==> config.mk <==
export PLATFORM = sky130hd
export DESIGN_NAME = uart_rx_core
export DESIGN_NICKNAME = d
export VERILOG_FILES = /design/src/rtl/uart_rx_core.sv
export SDC_FILE = /design/constraint.sdc
export NUM_CORES = 1
export LEC_CHECK = 0
export CORE_MARGIN = 5
export CORE_UTILIZATION = 50
export CTS_CLUSTER_DIAMETER = 200
export CTS_CLUSTER_SIZE = 25
export DETAILED_ROUTE_END_ITERATION = 7
export PLACE_DENSITY = 0.79
export SYNTH_ARGS = -nofsm -noshare
export SYNTH_HDL_FRONTEND = slang
export SYNTH_SLANG_ARGS = --single-unit
==> constraint.sdc <==
create_clock -name clk -period 2.2 [get_ports clk]
set_input_delay 0.22 -clock clk [delete_from_list [all_inputs] [get_ports clk]]
set_output_delay 0.22 -clock clk [all_outputs]
set_load 0.01 [all_outputs]
==> src/rtl/uart_rx_core.sv <==
// uart_rx_core: 16x-oversampled UART receiver, LSB-first, one-entry holding register.
// Define UART_RX_PARITY_EN to add one parity bit between the data bits and the stop bit.
module uart_rx_core #(
   parameter int DATA_WIDTH  = 8,
   parameter int SYNC_STAGES = 2
) (
   input  logic                  clk,
   input  logic                  aresetn,
   input  logic                  baud_clock,
   input  logic                  rx,
   input  logic                  odd_n_even,
   input  logic                  read_ack,
   output logic [DATA_WIDTH-1:0] rx_data,
   output logic                  data_ready,
   output logic                  framing_err,
   output logic                  parity_err,
   output logic                  overflow
);

   typedef enum logic [2:0] {
      S_IDLE   = 3'd0,
      S_START  = 3'd1,
      S_DATA   = 3'd2,
      S_PARITY = 3'd3,
      S_STOP   = 3'd4,
      S_BREAK  = 3'd5
   } state_t;

   localparam logic [3:0] LAST_BIT = 4'(DATA_WIDTH - 1);

   state_t                r_state;
   state_t                w_next;
   logic [SYNC_STAGES-1:0] r_sync;
   logic                  w_rx_s;
   logic [3:0]            r_sample_cnt;
   logic [3:0]            r_bit_cnt;
   logic [DATA_WIDTH-1:0] r_shift;
   logic                  w_parity_bad;
   logic                  w_tick_mid;
   logic                  w_tick_end;
   logic                  w_last_bit;
   logic                  w_commit;

   assign w_rx_s = r_sync[SYNC_STAGES-1];

   // Metastability synchronizer for rx, resets to the idle-high line level
   always_ff @(posedge clk or negedge aresetn) begin
      if (!aresetn) begin
         r_sync <= '1;
      end else begin
         r_sync <= {r_sync[SYNC_STAGES-2:0], rx};
      end
   end

   // State register
   always_ff @(posedge clk or negedge aresetn) begin
      if (!aresetn) begin
         r_state <= S_IDLE;
      end else begin
         r_state <= w_next;
      end
   end

   // Tick decodes shared by the next-state logic and the datapath
   always_comb begin
      w_tick_mid = baud_clock && (r_sample_cnt == 4'd7);
      w_tick_end = baud_clock && (r_sample_cnt == 4'd15);
      w_last_bit = (r_bit_cnt == LAST_BIT);
      w_commit   = w_tick_end && (r_state == S_STOP);
   end

   // Next-state logic; every transition is qualified by a baud tick
   always_comb begin
      w_next = r_state;
      case (r_state)
         S_IDLE: begin
            if (baud_clock && !w_rx_s) w_next = S_START;
            else                       w_next = S_IDLE;
         end
         S_START: begin
            if (w_tick_mid) w_next = w_rx_s ? S_IDLE : S_DATA;
            else            w_next = S_START;
         end
         S_DATA: begin
`ifdef UART_RX_PARITY_EN
            if (w_tick_end && w_last_bit) w_next = S_PARITY;
`else
            if (w_tick_end && w_last_bit) w_next = S_STOP;
`endif
            else                          w_next = S_DATA;
         end
`ifdef UART_RX_PARITY_EN
         S_PARITY: begin
            if (w_tick_end) w_next = S_STOP;
            else            w_next = S_PARITY;
         end
`endif
         S_STOP: begin
            if (w_commit) w_next = w_rx_s ? S_IDLE : S_BREAK;
            else          w_next = S_STOP;
         end
         // Holding here stops a stuck-low line from looking like endless start bits
         S_BREAK: begin
            if (baud_clock && w_rx_s) w_next = S_IDLE;
            else                      w_next = S_BREAK;
         end
         default: w_next = S_IDLE;
      endcase
   end

   // Oversample counter, bit counter and LSB-first shift register
   always_ff @(posedge clk or negedge aresetn) begin
      if (!aresetn) begin
         r_sample_cnt <= 4'd0;
         r_bit_cnt    <= 4'd0;
         r_shift      <= '0;
      end else if (baud_clock) begin
         case (r_state)
            S_IDLE, S_BREAK: r_sample_cnt <= 4'd0;
            S_START: begin
               if (r_sample_cnt == 4'd7) begin
                  r_sample_cnt <= 4'd0;
                  r_bit_cnt    <= 4'd0;
               end else begin
                  r_sample_cnt <= r_sample_cnt + 4'd1;
               end
            end
            S_DATA: begin
               if (r_sample_cnt == 4'd15) begin
                  r_shift      <= {w_rx_s, r_shift[DATA_WIDTH-1:1]};
                  r_sample_cnt <= 4'd0;
                  r_bit_cnt    <= r_bit_cnt + 4'd1;
               end else begin
                  r_sample_cnt <= r_sample_cnt + 4'd1;
               end
            end
            default: r_sample_cnt <= r_sample_cnt + 4'd1;
         endcase
      end
   end

`ifdef UART_RX_PARITY_EN
   logic r_parity_bad;

   // Bad when the ones count over data+parity disagrees with the selected sense
   always_ff @(posedge clk or negedge aresetn) begin
      if (!aresetn) begin
         r_parity_bad <= 1'b0;
      end else if (w_tick_end && (r_state == S_PARITY)) begin
         r_parity_bad <= (^r_shift) ^ w_rx_s ^ odd_n_even;
      end
   end

   assign w_parity_bad = r_parity_bad;
`else
   logic w_unused_odd_n_even;

   assign w_unused_odd_n_even = odd_n_even;
   assign w_parity_bad        = 1'b0;
`endif

   // Holding register: a commit overrides a simultaneous read_ack
   always_ff @(posedge clk or negedge aresetn) begin
      if (!aresetn) begin
         rx_data     <= '0;
         data_ready  <= 1'b0;
         framing_err <= 1'b0;
         parity_err  <= 1'b0;
         overflow    <= 1'b0;
      end else if (w_commit) begin
         rx_data     <= r_shift;
         framing_err <= ~w_rx_s;
         parity_err  <= w_parity_bad;
         data_ready  <= 1'b1;
         if (read_ack) begin
            overflow <= 1'b0;
         end else if (data_ready) begin
            overflow <= 1'b1;
         end
      end else if (read_ack) begin
         data_ready <= 1'b0;
         overflow   <= 1'b0;
      end
   end

endmodule
======== Word-level counts from Yosys, hierarchy flattened ========
Index checks and enable logic that the tools add are counted.
storage, ports and cells
  word-level logic and storage cells ...... 55
  register bits after elaboration ......... 32
  bits in latches ......................... 0
  input port bits ......................... 6
  output and inout port bits .............. 12
  memory bits (writable) .................. 0
  ROM bits ................................ 0
  memories ................................ 0
cells by class
  bitwise logic cells ..................... 1
  eq/ne operators ......................... 9
  add/subtract/negate cells ............... 2
  reductions and logical operators ........ 15
  $mul .................................... 0
  multiplexer cells ....................... 19
  magnitude comparators ................... 0
  shift-type cells ........................ 0
  div/mod/pow operators ................... 0
operator list
  kind                                                 number
  two-way mux 4 bit                                    4
  case mux 3 bit (5 select lines)                      1
  two-way mux 3 bit                                    4
  case mux 4 bit (3 select lines)                      1
  adder 4 x 1 -> 4 bit, second input constant          2
  equality test 4 x 3 -> 1 bit, second input constant  2
  case mux 4 bit (2 select lines)                      1
  equality test 3 bit, second input constant           2
  logical AND 1 bit                                    6
  two-way mux 1 bit                                    6
  nonzero test 2 bit                                   3
  equality test 4 bit, second input constant           1
  two-way mux 2 bit                                    2
  inequality test 2 bit, second input constant         2
  AND reduction 4 bit                                  1
  equality test 3 x 1 -> 1 bit, second input constant  1
  equality test 3 x 2 -> 1 bit, second input constant  1
  zero test 3 bit                                      1
  AND reduction 3 bit                                  1
  AND reduction 2 bit                                  1
  OR reduction 2 bit                                   1
  zero test 1 bit                                      1
  NOT 1 bit                                            1

======== Logic depth before layout (Yosys ltp) ========
  depth in word-level cells ............... 5
  gate-level depth with buffers ........... 6
  depth with buffers taken out ............ 5

======== Least setup slack after synthesis ========
Ideal clock, no wire load.
  kind .................................... reg2reg
  from .................................... register r_sample_cnt[0]
  to ...................................... register rx_data[0]
  library setup time ...................... 125 ps
  arrival time ............................ 1731 ps
  path buffers ............................ 1
  cell stages (with the launch flop) ...... 6
  path slack .............................. 344 ps
  required time ........................... 2075 ps
  clock period less this slack ............ 1856 ps
  cell sequence ........................... dfrtp_1 > ha_1 > nand4_2 > or4b_4 > buf_6 > mux2_4
between the ends
  cells in the longest elaborated chain, start to end .. 3
ends and longest elaborated chain
  item                    line  RTL
  from (decl)             35    logic [3:0] r_sample_cnt;
  from (signal assigned)  125   r_sample_cnt <= r_sample_cnt + 4'd1;
  from (signal assigned)  134   r_sample_cnt <= r_sample_cnt + 4'd1;
  from (signal assigned)  137   default: r_sample_cnt <= r_sample_cnt + 4'd1;
  equality test 4 bit     67    w_tick_end = baud_clock && (r_sample_cnt == 4'd15);
  logical AND 1 bit       67
  logical AND 1 bit       69    w_commit = w_tick_end && (r_state == S_STOP);
  to (signal assigned)    171   rx_data <= r_shift;
  to (decl)               13    output logic [DATA_WIDTH-1:0] rx_data,
Every way passes these cells.
A chain may end at the register's enable or synchronous reset.

======== Final worst setup path ========
  from .................................... register r_sample_cnt[0]
  to ...................................... register rx_data[5]
The elaborated chain is that of the path after synthesis.

==> summary.md <==
| Metric | Value |
|---|---|
| CTS clk-pin slew, worst paths | 0.10 ns |
| Vias/cell | 5.68 |
| Die X-Extent | 64.2 um |
| RD Place Congestion | 0.781 |
| Pleak | 0.000805 uW |
| Share of cells above drive strength 1 | between 20% and 30% |
| Root buffer cell | clkbuf_4 |
| Max-cap viol count | 0 |
| Seq/Total Area, Yosys | 54.6% |
| CP required | 2.42 ns |
| HPWL after DPL | 1730 um |
| Critical path class | reg2reg |
| Ant diodes | 0 |
| Max FO, Critical Path | 12 |
| Max Fclk | just under 500 MHz |
| Die Y | 64.2 um |
| Antenna Nets Post-Route | 0 |
| Max VDD drop | 0.538 mV |
| Crit path buf inv count | 0 |
| Postcts setup bufs | 0 |
| Length of the first detailed-routing pass in iterations | 4 |
| Worst setup SP type | flip-flop |
| Starting Density | 52.9% |
| Slowest stage delay, CP | 0.68 ns |
| Largest net degree at the start of global routing | 33 |
| Net count, final | 146 |
| Clock Tree Buf Depth | 2 |
| Die area | 4130 um^2 |
| Final hold violation count | 0 |
| Final Cycle Share | 92.2% |
| Synth Area per Inst | between 10 and 15 um^2 |
| Layout Cells excl Fill | 170 |
| Routed WL | about 2500 um |
| Fin Setup TNS | 0 ns |
| Dpl cells | between 150 and 200 |
| Synthesized cell area | 1470 um^2 |
| YS warnings | 0 |
| Cell Chain, Critical Path | ha_1 -> nand4_2 -> or4b_4 -> mux2_4 |
| Post_cts resized | 0 |
| # IOs | 18 |
| PwrDens | 759 nW/um^2 |
| CP top delay family | simple AND/OR/NAND/NOR gates |
| Status | finished, final reports clean |
| Std-Cell Rows | 19 |
| Cells after synthesis | between 100 and 150 |
| GR Overflow Total | 0 |
| Final Max Slew Viols | 0 |
| Commonest non-fill, non-tap cells in the layout | dfrtp_1, clkdlybuf4s50_1, o21ai_0 |
| Gr usage total | 13.6% |
| WL/cell | 14.9 um |
| DR iter-0 viols | 39 |
| Initial antenna violation count | 0 |
| Clock Sinks | 32 |
| Total CTS buffers | 5 |
| Routed vias | 966 |
| Min Tclk post-route | 2.03 ns |
| # DRC | 0 |
| Final setup viols | 0 |
| IO Port Bufs | 15 |
| Synth cell types | 42 |
| CP Data Arrival Time | roughly 2.3 ns |
| Clk_lat worst skew | about 0.33 ns |
| First-pass GRT wire length | 4420 um |
| Commonest non-fill, non-tap cell in the layout | dfrtp_1 |
| RSZ-0062 raised after global routing | no |
| Syn-to-layout area delta | 15.1% |
| Vias in the first global route | 976 |
| Skew final | 0.00626 ns |
| CTS HTree Levels | 2 |
| CTS tree | done |
| Cts hold-fix bufs | 0 |
| Critical-path top delay cell | or4b_4 |
| Core area | 2780 um^2 |
| Hold crit path type | in2async |
| Setup crit end kind | flip-flop |
| Post-synthesis net count | 129 |
| Post-synthesis register bit count | 32 |
## metal layers
| layer | up-vias | share of wire (%) | global-route usage (%) |
|---|---|---|---|
| met3 | 4 | 5.2 | 5.60 |
| met1 | 477 | 44 | 16.9 |
| met4 | 0 | 1.5 | 6.11 |
| li1 | 464 | - | - |
| met5 | - | 0 | 0 |
| met2 | 21 | 49 | 20.6 |
## cell usage after synthesis
cell type | count | area (um^2)
dfrtp_1 | 30 | 751
o21ai_0 | 8 | 40.0
mux2_2 | 7 | 78.8
nand2_1 | 7 | 26.3
mux2_4 | 6 | 90.1
nor2_1 | 6 | 22.5
inv_1 | 4 | 15.0
nand3_1 | 4 | 20.0
nand3b_1 | 4 | 30.0
buf_2 | 3 | 15.0
mux2_1 | 3 | 33.8
o22ai_1 | 3 | 18.8
a21o_1 | 2 | 15.0
a21oi_1 | 2 | 10.0
dfstp_2 | 2 | 52.6
ha_1 | 2 | 25.0
nand2b_1 | 2 | 12.5
nor2b_1 | 2 | 12.5
a211oi_1 | 1 | 7.51
a21bo_2 | 1 | 10.0
a22o_1 | 1 | 8.76
and3_2 | 1 | 7.51
buf_4 | 1 | 7.51
buf_6 | 1 | 11.3
clkbuf_1 | 1 | 3.75
clkbuf_2 | 1 | 5.00
conb_1 | 1 | 3.75
nand4_2 | 1 | 12.5
nand4b_1 | 1 | 8.76
nor3_1 | 1 | 5.00
o211ai_1 | 1 | 7.51
o21a_1 | 1 | 7.51
o21ba_2 | 1 | 10.0
o221ai_1 | 1 | 8.76
or2_1 | 1 | 6.26
or3b_1 | 1 | 8.76
or3b_2 | 1 | 8.76
or3b_4 | 1 | 11.3
or4b_1 | 1 | 10.0
or4b_2 | 1 | 10.0
or4b_4 | 1 | 13.8
xor2_1 | 1 | 8.76
## cell type report
type                    count  area [um^2]
multi-input cells          78          611
inverters                   4         15.0
flip-flops and latches     32          803
clock buffers               6         51.3
repair buffers             17          165
fillers                   221         1090
clock inverters             2         10.0
well taps                  31         38.8
## where the power goes
part | total (uW) | switching, uW | internal (uW)
clock network | 352 | 200 | 152
logic | 219 | 109 | 110
registers | 714 | 75.9 | 638
total | 1290 | 385 | 900
## worst register-to-register path: stages, from the launching register on
cell     delay [ns]
dfrtp_1        0.40
ha_1           0.31
nand4_2        0.19
or4b_4         0.68
mux2_4         0.34
## registers in the layout, summed over array words and instances (netlist names)
signal and count:
framing_err 1, r_sample_cnt 4, r_state 3, data_ready 1
r_bit_cnt 4, r_shift 8, rx_data 8, r_sync 2
overflow 1
## cell families after synthesis
kind of cell,after synthesis,share of synthesized area (%)
other,1,0.255
multiplexers,16,13.8
AO/OA/AOI/OAI,22,9.78
AND/OR/NAND/NOR,36,15.4
XOR/XNOR,1,0.595
flip-flops,32,54.6
buffers and inverters,11,3.91
adder cells (fa/ha/maj),2,1.70
## stage by stage
stage | setup WS [ns] | power, uW | hold WS (ns) | utilization, % | instance area (um^2)
detailed placement | 0.214 | 940 | 0.348 | 58.7 | 1630
global placement | 0.240 | 924 | 0.346 | 58.7 | 1630
global route | 0.104 | 1370 | 0.263 | 60.9 | 1690
floorplan | 0.344 | 877 | -0.0756 | - | 1470
finish | 0.171 | 1290 | 0.286 | 60.9 | 1690
CTS | 0.194 | 1300 | 0.263 | 60.9 | 1690
## worst paths after layout
check	startpoint	endpoint	slack, ns	cells after the start
max in group asynchronous	aresetn	r_sync[0]	1.60	2
hold / removal	aresetn	r_state[0]	0.29	2
hold reg to reg	r_sync[0]	r_sync[1]	0.36	0
setup reg to reg	r_sample_cnt[0]	rx_data[5]	0.17	4
setup / recovery	r_sample_cnt[0]	rx_data[5]	0.17	4
min in group clk	rx	r_sync[0]	0.29	1
Note: power is estimated with default switching activity, not from simulation.
